File: config.mk
export PLATFORM = sky130hd
export DESIGN_NAME = cpu_exec_sequencer
export DESIGN_NICKNAME = d
export VERILOG_FILES = /design/src/rtl/cpu_exec_sequencer.sv
export SDC_FILE = /design/constraint.sdc
export NUM_CORES = 1
export LEC_CHECK = 0
export CAP_MARGIN = 20
export CORE_MARGIN = 2
export CORE_UTILIZATION = 51
export DETAILED_ROUTE_END_ITERATION = 10
export PLACE_DENSITY = 0.85
export SYNTH_ARGS = -nofsm -noshare
export SYNTH_HDL_FRONTEND = slang
export SYNTH_SLANG_ARGS = --single-unit
export TNS_END_PERCENT = 30
File: constraint.sdc
create_clock -name clk_i -period 3.6 [get_ports clk_i]
set_input_delay 0.72 -clock clk_i [delete_from_list [all_inputs] [get_ports clk_i]]
set_output_delay 0.72 -clock clk_i [all_outputs]
set_load 0.02 [all_outputs]
File: src/rtl/cpu_exec_sequencer.sv
// Purpose: paces exec_enable_o to the CPU control FSM for run, step, halt and PC breakpoint; counts issues.
// Latency: a go/step decision at one edge raises exec_enable_o for the following cycle; issues are eff_period apart.
// Backpressure: none; halt is deferred until the in-flight issue window closes, and step is ignored while busy.
module cpu_exec_sequencer #(
    parameter int PC_W     = 8,
    parameter int PERIOD_W = 8,
    parameter int CNT_W    = 16
) (
    input  logic                clk_i,
    input  logic                rst_i,
    input  logic                run_i,
    input  logic                step_i,
    input  logic                halt_i,
    input  logic [PERIOD_W-1:0] period_i,
    input  logic [PC_W-1:0]     pc_i,
    input  logic                bp_en_i,
    input  logic [PC_W-1:0]     bp_addr_i,
    input  logic                cnt_clr_i,
    output logic                exec_enable_o,
    output logic                busy_o,
    output logic                bp_hit_o,
    output logic [CNT_W-1:0]    instr_cnt_o
);

    localparam logic [1:0] S_IDLE  = 2'd0;
    localparam logic [1:0] S_ISSUE = 2'd1;
    localparam logic [1:0] S_WAIT  = 2'd2;
    localparam logic [1:0] S_BREAK = 2'd3;

    logic [1:0]          state_q;
    logic [1:0]          state_d;
    logic                single_q;
    logic                single_d;
    logic                run_q;
    logic                run_arm;
    logic                halt_pend;
    logic [PERIOD_W-1:0] wait_cnt;
    logic [CNT_W-1:0]    instr_cnt;

    logic                run_rise;
    logic                go_run;
    logic                bp_match;
    logic [PERIOD_W-1:0] eff_period;

    assign run_rise   = run_i & ~run_q;
    assign go_run     = run_i & (run_arm | run_rise) & ~halt_i;
    assign bp_match   = bp_en_i & (pc_i == bp_addr_i);
    // Periods below 2 are stretched so every pulse is followed by a low cycle.
    assign eff_period = (period_i < PERIOD_W'(2)) ? PERIOD_W'(2) : period_i;

    always_comb begin
        state_d  = state_q;
        single_d = single_q;
        case (state_q)
            S_IDLE: begin
                if (go_run) begin
                    if (bp_match) begin
                        state_d = S_BREAK;
                    end else begin
                        state_d  = S_ISSUE;
                        single_d = 1'b0;
                    end
                end else if (step_i && !halt_i) begin
                    state_d  = S_ISSUE;
                    single_d = 1'b1;
                end
            end
            S_ISSUE: state_d = S_WAIT;
            S_WAIT: begin
                if (wait_cnt == '0) begin
                    if (single_q || halt_pend || !run_arm) begin
                        state_d = S_IDLE;
                    end else if (bp_match) begin
                        state_d = S_BREAK;
                    end else begin
                        state_d = S_ISSUE;
                    end
                end
            end
            S_BREAK: begin
                if (step_i) begin
                    state_d  = S_ISSUE;
                    single_d = 1'b1;
                end else if (!run_i) begin
                    state_d = S_IDLE;
                end
            end
            default: state_d = S_IDLE;
        endcase
    end

    always_ff @(posedge clk_i) begin
        if (rst_i) begin
            state_q   <= S_IDLE;
            single_q  <= 1'b0;
            run_q     <= 1'b0;
            run_arm   <= 1'b0;
            halt_pend <= 1'b0;
            wait_cnt  <= '0;
            instr_cnt <= '0;
        end else begin
            state_q  <= state_d;
            single_q <= single_d;
            run_q    <= run_i;

            if (halt_i || !run_i) begin
                run_arm <= 1'b0;
            end else if (run_rise) begin
                run_arm <= 1'b1;
            end

            if (state_d == S_IDLE) begin
                halt_pend <= 1'b0;
            end else if (halt_i && (state_q == S_ISSUE || state_q == S_WAIT)) begin
                halt_pend <= 1'b1;
            end

            // ISSUE itself plus WAIT down to zero spans exactly eff_period cycles.
            if (state_q == S_ISSUE) begin
                wait_cnt <= eff_period - PERIOD_W'(2);
            end else if (state_q == S_WAIT && wait_cnt != '0) begin
                wait_cnt <= wait_cnt - PERIOD_W'(1);
            end

            if (cnt_clr_i) begin
                instr_cnt <= '0;
            end else if (state_q == S_ISSUE) begin
                instr_cnt <= instr_cnt + CNT_W'(1);
            end
        end
    end

    assign exec_enable_o = (state_q == S_ISSUE);
    assign busy_o        = (state_q == S_ISSUE) || (state_q == S_WAIT);
    assign bp_hit_o      = (state_q == S_BREAK);
    assign instr_cnt_o   = instr_cnt;

endmodule

==> metrics.txt, run 1 <==
initial antenna violation count 0; power per cell area 386 nW/um^2; CTS buffer count 5; minimum clock period 2.59 ns; antenna cells 0; max cap viols 0; IO Pins 50; Yosys top cell by area dfxtp_1; detail-routed via count per cell 5.52; Clock Latency Late Sink 0.34 ns; CTS tree yes; DR iter-0 viols 72; Sink Count 30; Area Overhead vs Synth 33.5%; critical path type flop to flop; Synth top area share 33.7%; Core Area 3340 sq um; final wirelength 4050 microns; Final Hold Vio Count 0; largest net degree at the start of global routing 19; worst r2r dst halt_pend$_SDFFE_PP0P_; Min Hold Slack 0.523 ns; most common cell after layout, fill and taps aside clkdlybuf4s50_1; sequential area share after synthesis 33.7%; top achievable clock speed 0.386 GHz; worst reg2reg startpoint state_q[0]$_SDFF_PP0_; actual transition at the worst max-transition pin 0.491 ns; Syn Std Cell Area 1780 sq um; fin cells 312; setup TNS 0 ns; # port buffers 49; Worst Hold End instr_cnt_o[15]$_SDFFE_PP0P_; fraction of registers with async set/reset 0%; fin. max-slew vios 0; Critical Path RT 3.88 ns; GP Congestion 0.846; Slew HR 67.2%; Root Buffer clkbuf_4; Core Rows 21; Die X 63.1 microns; H-Tree Depth 2; Reg2Reg Setup Slack 1.01 ns; Fillers 281; Tcrit/Tclk final 72.0%; postcts setup bufs 0; Synth Area in Adders 6.32%; Yosys reg bits 30; multiplexer share of the synthesized area 2.25%; routed len/inst 13.0 microns; Post-synth EDFFs 0; most frequent cells in the layout clkdlybuf4s50_1, dfxtp_1, nor2_1; Reg clk slew, reported paths 0.10 ns; DP Wirelength 3070 microns; detailed-route via count 1721; reg2reg path depth 7; worst clock skew 0.0152 ns; top_reg_cell synth dfxtp_1; status finished clean; DRC viols 0; RSZ-0062 raised after global routing false; Initial Utilization 53.4%; largest cells by area after synthesis dfxtp_1, xnor2_1, ha_1; Die Ht 63.1 microns; DR pass1 iterations 4; layout cells sized above 1 6.39%; Avg Cell Area, Syn 8.32 sq um; GRT Overall Usage 22.0%; Simple-Gate Fraction of Synth Area 26.8%; Post-Place Cells 304; ANT nets after route 0; worst vdd ir 0.000244 V; setup violators final 0; vias in the first global route 1674; final total power 0.000917 W; xor/xnor share of the synthesized area 13.3%; worst hold stages 2; critical path capture point type flop; Critical Path Start Type flop; CP arrival 2.87 ns; syn_nets 254; largest family of logic cells by synthesized area simple AND/OR/NAND/NOR gates; static leakage 0.818 nW; CP Max Fanout 7; hold_sp instr_cnt_o[15]$_SDFFE_PP0P_; post-synthesis compound-gate area fraction 14.0%; Clock Tree Buf Depth 2; Synth cell types 41; CTS-repair resized insts 0; cts hold-fix bufs 0; Syn Inst Count 214; GR Overflow Total 0; first-pass GRT wire length 7130 microns; Yosys Warn Count 0; die area 3980 sq um; worst min path class flop to flop; nets 305
final cells by class:
| type | instances | area [sq um] | share of cell area, % |
|---|---|---|---|
| clock buffer | 6 | 51.3 | 2.16 |
| clock inverter | 2 | 12.5 | 0.527 |
| inverter | 11 | 41.3 | 1.74 |
| multi-input combinational | 167 | 1110 | 46.9 |
| sequential | 30 | 601 | 25.3 |
| tap | 46 | 57.6 | 2.42 |
| timing repair buffer | 50 | 498 | 21.0 |
power by group:
| group | total, W | switching (W) | internal (W) |
|---|---|---|---|
| Combinational | 0.000307 | 0.000159 | 0.000147 |
| Clock | 0.000217 | 0.000123 | 0.0000937 |
| Sequential | 0.000393 | 0.0000305 | 0.000363 |
| Total | 0.000917 | 0.000313 | 0.000604 |
cells by family (layout without fill, tap and decap cells):
logic type	after synthesis	count (layout)
AND/OR/NAND/NOR	89	89
AO/OA/AOI/OAI	38	38
flip-flops	30	30
XOR/XNOR	27	27
buffers and inverters	17	69
adder cells (fa/ha/maj)	9	9
multiplexers	4	4
critical path, stage by stage, from the launching register on:
cell	delay [ns]
dfxtp_1	0.37
inv_1	0.14
ha_1	0.29
or4bb_2	0.62
or3_1	0.34
and3_1	0.17
or4_4	0.48
o22ai_2	0.12
metrics by stage:
stage	util (%)	instance area [sq um]	worst slack [ns]
6_report	71.2	2380	1.01
5_1_grt	71.2	2380	0.840
4_1_cts	71.2	2380	0.998
3_5_place_dp	69.3	2310	0.678
3_3_place_gp	69.3	2310	0.773
2_1_floorplan	-	1780	1.20
state kept, by name, summed over array words and instances, names as in the netlist:
name / count
run_q: 1
halt_pend: 1
wait_cnt: 8
instr_cnt_o: 16
run_arm: 1
state_q: 2
single_q: 1
per-layer routing:
metal | vias to the layer above | part of all wire, % | GRT usage (%)
li1 | 861 | - | -
met1 | 797 | 41 | 24.7
met2 | 56 | 49 | 38.6
met3 | 7 | 8.8 | 6.79
met4 | 0 | 1.5 | 8.61
met5 | - | 0 | 0
cell usage after synthesis (4+ instances only):
cell      instances
nor2_1           22
mux2i_1           4
o211ai_1          4
nor3_1            9
clkbuf_1          5
or3_1             6
xnor2_1          19
a21oi_1          13
nor4_1            6
nand2_1          11
nand2b_1          4
inv_1            11
nand3_1           7
ha_1              9
xor2_1            8
dfxtp_1          30
nor2b_1           4
o21ai_0           8
nand4_1           7
worst max-delay path by stage:
stage	endpoint	depth (start not counted)	from	slack (ns)
2_1_floorplan	halt_pend$_SDFFE_PP0P_	7	state_q[0]$_SDFF_PP0_	1.20
3_3_place_gp	wait_cnt[7]$_SDFFE_PP0P_	10	period_i[2]	0.77
3_5_place_dp	wait_cnt[7]$_SDFFE_PP0P_	10	period_i[3]	0.68
4_1_cts	halt_pend$_SDFFE_PP0P_	7	state_q[0]$_SDFF_PP0_	1.0
5_1_grt	halt_pend$_SDFFE_PP0P_	7	state_q[0]$_SDFF_PP0_	0.84
6_report	halt_pend$_SDFFE_PP0P_	7	state_q[0]$_SDFF_PP0_	1.01
Note: power is estimated with default switching activity, not from simulation.
==> inputs of run 2 (changes only) <==
--- a/config.mk
+++ b/config.mk
@@ -7,9 +7,9 @@
 export LEC_CHECK = 0
 export CAP_MARGIN = 20
 export CORE_MARGIN = 2
-export CORE_UTILIZATION = 51
+export CORE_UTILIZATION = 43
 export DETAILED_ROUTE_END_ITERATION = 10
-export PLACE_DENSITY = 0.85
+export PLACE_DENSITY = 0.77
 export SYNTH_ARGS = -nofsm -noshare
 export SYNTH_HDL_FRONTEND = slang
 export SYNTH_SLANG_ARGS = --single-unit
==> constraint.sdc (replaced) <==
create_clock -name clk_i -period 2.2 [get_ports clk_i]
set_input_delay 0.44 -clock clk_i [delete_from_list [all_inputs] [get_ports clk_i]]
set_output_delay 0.44 -clock clk_i [all_outputs]
set_load 0.02 [all_outputs]
==> run 2 against run 1 <==
Against the previous run: non-clock buffer count is 22 higher; clock skew is 0.0098 ns lower; count of clock-buffer cells in the layout stayed put; cell area is 13% higher; global-route usage is 1.4 points lower; critical path type unchanged.
==> metrics.txt, run 2 (synthesis gave the netlist of run 1 again) <==
GRT Overall Usage 20.5% (-1.4 points); final wirelength 4450 microns (+10%); hold_sp instr_cnt_o[15]$_SDFFE_PP0P_; Worst Hold End instr_cnt_o[15]$_SDFFE_PP0P_; worst min path class flop to flop; Die Ht 68.3 microns (+8.3%); Critical Path RT 2.42 ns (-1.46 ns); Clock Tree Buf Depth 2 (unchanged); CTS tree yes; Initial Utilization 44.5% (-8.8 points); DR iter-0 viols 82 (+14%); CTS buffer count 5 (unchanged); DRC viols 0 (unchanged); GP Congestion 0.890 (+5.1%); actual transition at the worst max-transition pin 0.459 ns (-0.0324 ns); Core Rows 23 (+9.5%); worst hold stages 2 (unchanged); Critical Path Start Type flop; Die X 68.3 microns (+8.3%); Slew HR 69.0% (+1.8 points); nets 327 (+7.2%); GR Overflow Total 0 (unchanged); routed len/inst 13.2 microns (+1.6%); largest net degree at the start of global routing 17 (-2); reg2reg path depth 7 (unchanged); area occupied by multi-input gates 1170 sq um (+5.2%); IO Pins 50 (unchanged); most common cell after layout, fill and taps aside clkdlybuf4s50_1; H-Tree Depth 2 (unchanged); Clock Latency Late Sink 0.28 ns (-0.06 ns); antenna cells 0 (unchanged); ANT nets after route 0 (unchanged); die area 4670 sq um (+17%); Core Area 4000 sq um (+20%); Fillers 354 (+26%); critical path type flop to flop; DP Wirelength 3340 microns (+8.9%); Reg clk slew, reported paths 0.07 ns (-0.03 ns); status finished clean; setup violators final 0 (unchanged); final total power 0.00196 W (+110%); worst r2r dst halt_pend$_SDFFE_PP0P_; max cap viols 0 (unchanged); # port buffers 49 (unchanged); Reg2Reg Setup Slack 0.07 ns (-0.94 ns); Final Hold Vio Count 0 (unchanged); top achievable clock speed 0.469 GHz (+21%); critical path capture point type flop; detailed-route via count 1792 (+4.1%); detail-routed via count per cell 5.30 (-3.9%); layout cells sized above 1 18.4% (+12 points); DR pass1 iterations 4 (unchanged); Tcrit/Tclk final 97.0% (+25 points); CP Max Fanout 3 (-4); power per cell area 729 nW/um^2 (+89%); minimum clock period 2.13 ns (-0.458 ns); Largest register FFs 16 (unchanged); worst vdd ir 0.000376 V (+54%); CP arrival 2.35 ns (-0.52 ns); worst clock skew 0.00541 ns (-0.00981 ns); Sink Count 30 (unchanged); first-pass GRT wire length 7100 microns (-0.38%); vias in the first global route 1636 (-2.3%); worst reg2reg startpoint wait_cnt[0]$_SDFFE_PP0P_; Root Buffer clkbuf_8; most frequent cells in the layout clkdlybuf4s50_1, dfxtp_1, buf_4; Area Overhead vs Synth 51.3%; Seq. cell area 606 sq um (+0.83%); static leakage 1.01 nW (+23%); setup TNS 0 ns (unchanged); initial antenna violation count 0 (unchanged); fin. max-slew vios 0 (unchanged)
==> run 2: cell count changes in the layout (fill, tap and decap cells not counted), sizes merged <==
cell | before | now
clkinv | 1 | 0
dlymetal6s2s | 0 | 3
buf | 1 | 23
dlygate4sd2 | 0 | 1
clkinvlp | 1 | 0
bufinv | 0 | 2
clkdlybuf4s50 | 49 | 45
==> run 2: layout make-up <==
cell class | instances | area share [%]
multi-input cells | 167 | 43.5
repair buffers | 72 | 24.8
flip-flops and latches | 30 | 22.5
clock buffers | 6 | 3.07
well taps | 50 | 2.32
clock inverters | 2 | 2.23
inverters | 11 | 1.53
==> run 2: how the worst max path moves through the flow <==
stage | slack (ns) | from | end | depth (start not counted)
after floorplan | -0.006 | state_q[0]$_SDFF_PP0_ | halt_pend$_SDFFE_PP0P_ | 7
after global placement | -0.15 | period_i[2] | wait_cnt[7]$_SDFFE_PP0P_ | 10
after detailed placement | -0.27 | period_i[2] | wait_cnt[7]$_SDFFE_PP0P_ | 10
after CTS | 0.01 | state_q[0]$_SDFF_PP0_ | halt_pend$_SDFFE_PP0P_ | 7
after global routing | -0.03 | period_i[1] | wait_cnt[5]$_SDFFE_PP0P_ | 10
final | 0.07 | wait_cnt[0]$_SDFFE_PP0P_ | halt_pend$_SDFFE_PP0P_ | 7
==> run 2: routing by layer <==
layer	global-route usage, %	share of wire [%]	vias to the layer above
met2	36.0	50	61
met1	22.4	40	813
met5	0	0	-
met4	8.75	1.9	0
met3	6.91	7.6	8
li1	-	-	910
==> run 2: metrics by stage <==
step | cells | instance area [sq um] | worst slack, ns | utilization [%] | hold WS (ns)
final | 338 | 2690 | 0.0659 | 67.3 | 0.526
after global routing | 338 | 2690 | -0.0261 | 67.3 | 0.568
after CTS | 337 | 2630 | 0.0135 | 65.8 | 0.530
after detailed placement | 329 | 2490 | -0.265 | 62.3 | 0.518
after global placement | 329 | 2490 | -0.149 | 62.3 | 0.501
after floorplan | 214 | 1800 | -0.00646 | - | 0.515
==> run 2: worst max-delay path, stage by stage (launching register included) <==
cell and delay [ns]:
dfxtp_2 0.33, inv_1 0.07, ha_1 0.14, or3b_4 0.38
or3_4 0.38, and3_4 0.16, or4_4 0.52, o22ai_2 0.09
==> run 2: power breakdown <==
| part | internal (W) | switching [W] | total [W] |
|---|---|---|---|
| Combinational | 0.000327 | 0.000297 | 0.000624 |
| Sequential | 0.000597 | 0.0000428 | 0.000640 |
| Clock | 0.000483 | 0.000216 | 0.000699 |
==> run 2: timing repair <==
| action | 4_1_cts | 5_1_grt |
|---|---|---|
| setup endpoints to repair | 1 | 5 |
| gates resized for setup | 1 | 15 |
| hold buffers | 0 | 0 |
| pin swaps | 0 | 5 |
| setup buffers | 0 | 1 |
| hold endpoints to repair | 0 | 0 |
==> inputs of run 3 (changes only) <==
--- a/config.mk
+++ b/config.mk
@@ -9,6 +9,7 @@
 export CORE_MARGIN = 2
 export CORE_UTILIZATION = 43
 export DETAILED_ROUTE_END_ITERATION = 10
+export GPL_TIMING_DRIVEN = 0
 export PLACE_DENSITY = 0.77
 export SYNTH_ARGS = -nofsm -noshare
 export SYNTH_HDL_FRONTEND = slang
==> run 3 against run 2 <==
Against the previous run: critical path depth did not move; non-clock buffer count is 12 lower; hold slack worse by 0.046 ns; sequential share of layout area up 1.6 points; final cell count is 3.6% lower; clock skew rose by 0.0034 ns; flip-flop and latch count unchanged; global-route usage is 0.19 points lower; clock power down 32%; register-to-register slack worse by 0.06 ns; combinational power down 13%; largest power group is now sequential cells; highest routed layer unchanged.
==> metrics.txt, run 3 (synthesis gave the netlist of run 1 again) <==
critical path type flop to flop; DR pass1 iterations 4 (unchanged); CTS buffer count 5 (unchanged); IO Pins 50 (unchanged); Critical Path Start Type flop; max cap viols 0 (unchanged); first-pass GRT wire length 7070 microns (-0.39%); detailed-route via count 1773 (-1.1%); Largest register FFs 16 (unchanged); final total power 0.00167 W (-15%); worst clock skew 0.00885 ns (+0.00344 ns); Clock Tree Buf Depth 2 (unchanged); power share of the clock group 28.4% (-7.2 points); worst setup margin 0.00155 ns (-0.0644 ns); antenna cells 0 (unchanged); Fillers 353 (-0.28%); CP arrival 2.42 ns (+0.07 ns); CP Max Fanout 5 (+2); largest net degree at the start of global routing 11 (-6); detail-routed via count per cell 5.44 (+2.6%); dpl ws -0.437 ns (-0.172 ns); Slew HR 64.5% (-4.4 points); GP Congestion 0.874 (-1.8%); power per cell area 661 nW/um^2 (-9.3%); final core utilization 63.3% (-4.0 points); setup violators final 0 (unchanged); DRC viols 0 (unchanged); Die X 68.3 microns (unchanged); final wirelength 4330 microns (-2.9%); vias in the first global route 1661 (+1.5%); CTS tree yes; Core Area 4000 sq um (unchanged); H-Tree Depth 2 (unchanged); Sw Share 33.4% (+5.0 points); RSZ-0062 raised after global routing true; routed len/inst 13.3 microns (+0.70%); status finished clean; actual transition at the worst max-transition pin 0.532 ns (+0.0735 ns); Die Ht 68.3 microns (unchanged); Root Buffer clkbuf_8; nets 315 (-3.7%); Final Hold Vio Count 0 (unchanged); Core Rows 23 (unchanged); DP Wirelength 3110 microns (-6.8%); Min Hold Slack 0.480 ns (-0.0462 ns); Psw 0.000558 W (+0.43%); Area Overhead vs Synth 42.2%; initial antenna violation count 0 (unchanged); Tcrit/Tclk final 99.9% (+2.9 points); Clock Latency Late Sink 0.29 ns (about the same); static leakage 0.882 nW (-12%); Initial Utilization 44.5% (unchanged); top achievable clock speed 0.455 GHz (-2.9%); worst min path class primary input to flop; die area 4670 sq um (unchanged); worst vdd ir 0.000420 V (+12%); Internal Power 0.00112 W (-21%); crit path from state_q[0]$_SDFF_PP0_; # port buffers 49 (unchanged); critical path capture point type flop; layout cells sized above 1 13.4% (-5.0 points); fin. max-slew vios 0 (unchanged); worst hold stages 3 (+1); reg2reg path depth 7 (unchanged); Critical Path RT 2.43 ns (about the same); combinational share of power 32.4% (+0.6 points); worst reg2reg startpoint state_q[0]$_SDFF_PP0_; cts hold-fix bufs 0 (unchanged); sequential share of power 39.2% (+6.6 points); Sink Count 30 (unchanged); DR iter-0 viols 77 (-6.1%); hold_sp period_i[3]; most frequent cells in the layout clkdlybuf4s50_1, dfxtp_1, nor2_1; minimum clock period 2.20 ns (+0.0644 ns); setup TNS 0 ns (unchanged); Reg clk slew, reported paths 0.07 ns (about the same); most common cell after layout, fill and taps aside clkdlybuf4s50_1; GRT Overall Usage 20.3% (-0.19 points); ANT nets after route 0 (unchanged); GR Overflow Total 0 (unchanged)
## run 3: cell types whose count changed in the layout (fill, tap and decap cells not counted), sizes merged
cell | before | now
clkbuf | 6 | 11
buf | 23 | 6
clkinvlp | 0 | 1
clkdlybuf4s50 | 45 | 47
dlymetal6s2s | 3 | 1
clkinv | 0 | 1
bufinv | 2 | 0
## run 3: stage by stage
step,cell area (sq um),instances
after detailed placement,2350,313
after floorplan,1800,214
after global routing,2530,326
after global placement,2350,313
final,2530,326
after CTS,2480,322
## run 3: final timing paths
check                                              endpoint  slack, ns
worst min register to register  instr_cnt_o[7]$_SDFFE_PP0P_       0.53
worst max-delay path                 halt_pend$_SDFFE_PP0P_      0.002
worst min-delay path               wait_cnt[3]$_SDFFE_PP0P_       0.48
worst max register to register       halt_pend$_SDFFE_PP0P_      0.002
## run 3: layer usage
layer / global-route usage (%) / routed length, microns / up-vias
li1: - / - / 886
met1: 23.0 / 1830 / 814
met2: 35.3 / 2060 / 64
met3: 6.09 / 356 / 9
met4: 8.50 / 86 / 0
met5: 0 / 0 / -
## run 3: repair_timing
action,in CTS,in global routing
pin swaps,1,4
setup endpoints to repair,4,7
buffers inserted,2,4
gates resized for setup,9,8
## run 3: worst max-delay path: stages (launching register included)
cell and delay (ns):
dfxtp_4 0.37, inv_4 0.08, ha_4 0.12, or4bb_4 0.45, or3_4 0.34, and3_4 0.16, or4_4 0.52, o22ai_2 0.09
## run 3: layout make-up
cell class	count	area, sq um	area share (%)
buffer	5	18.8	0.741
clock buffer	6	82.6	3.26
clock inverter	2	12.5	0.494
tap	50	62.6	2.47
multi-input combinational	167	1170	46.0
timing repair buffer	55	537	21.2
inverter	11	43.8	1.73
sequential	30	609	24.1
## run 3: power groups by stage
stage	clock network [W]	logic, W	registers, W
finish	0.000475	0.000543	0.000656
global route	0.000512	0.000614	0.000666
CTS	0.000480	0.000530	0.000653
detailed placement	0	0.000514	0.000658
global placement	0	0.000507	0.000657
floorplan	0	0.000359	0.000648
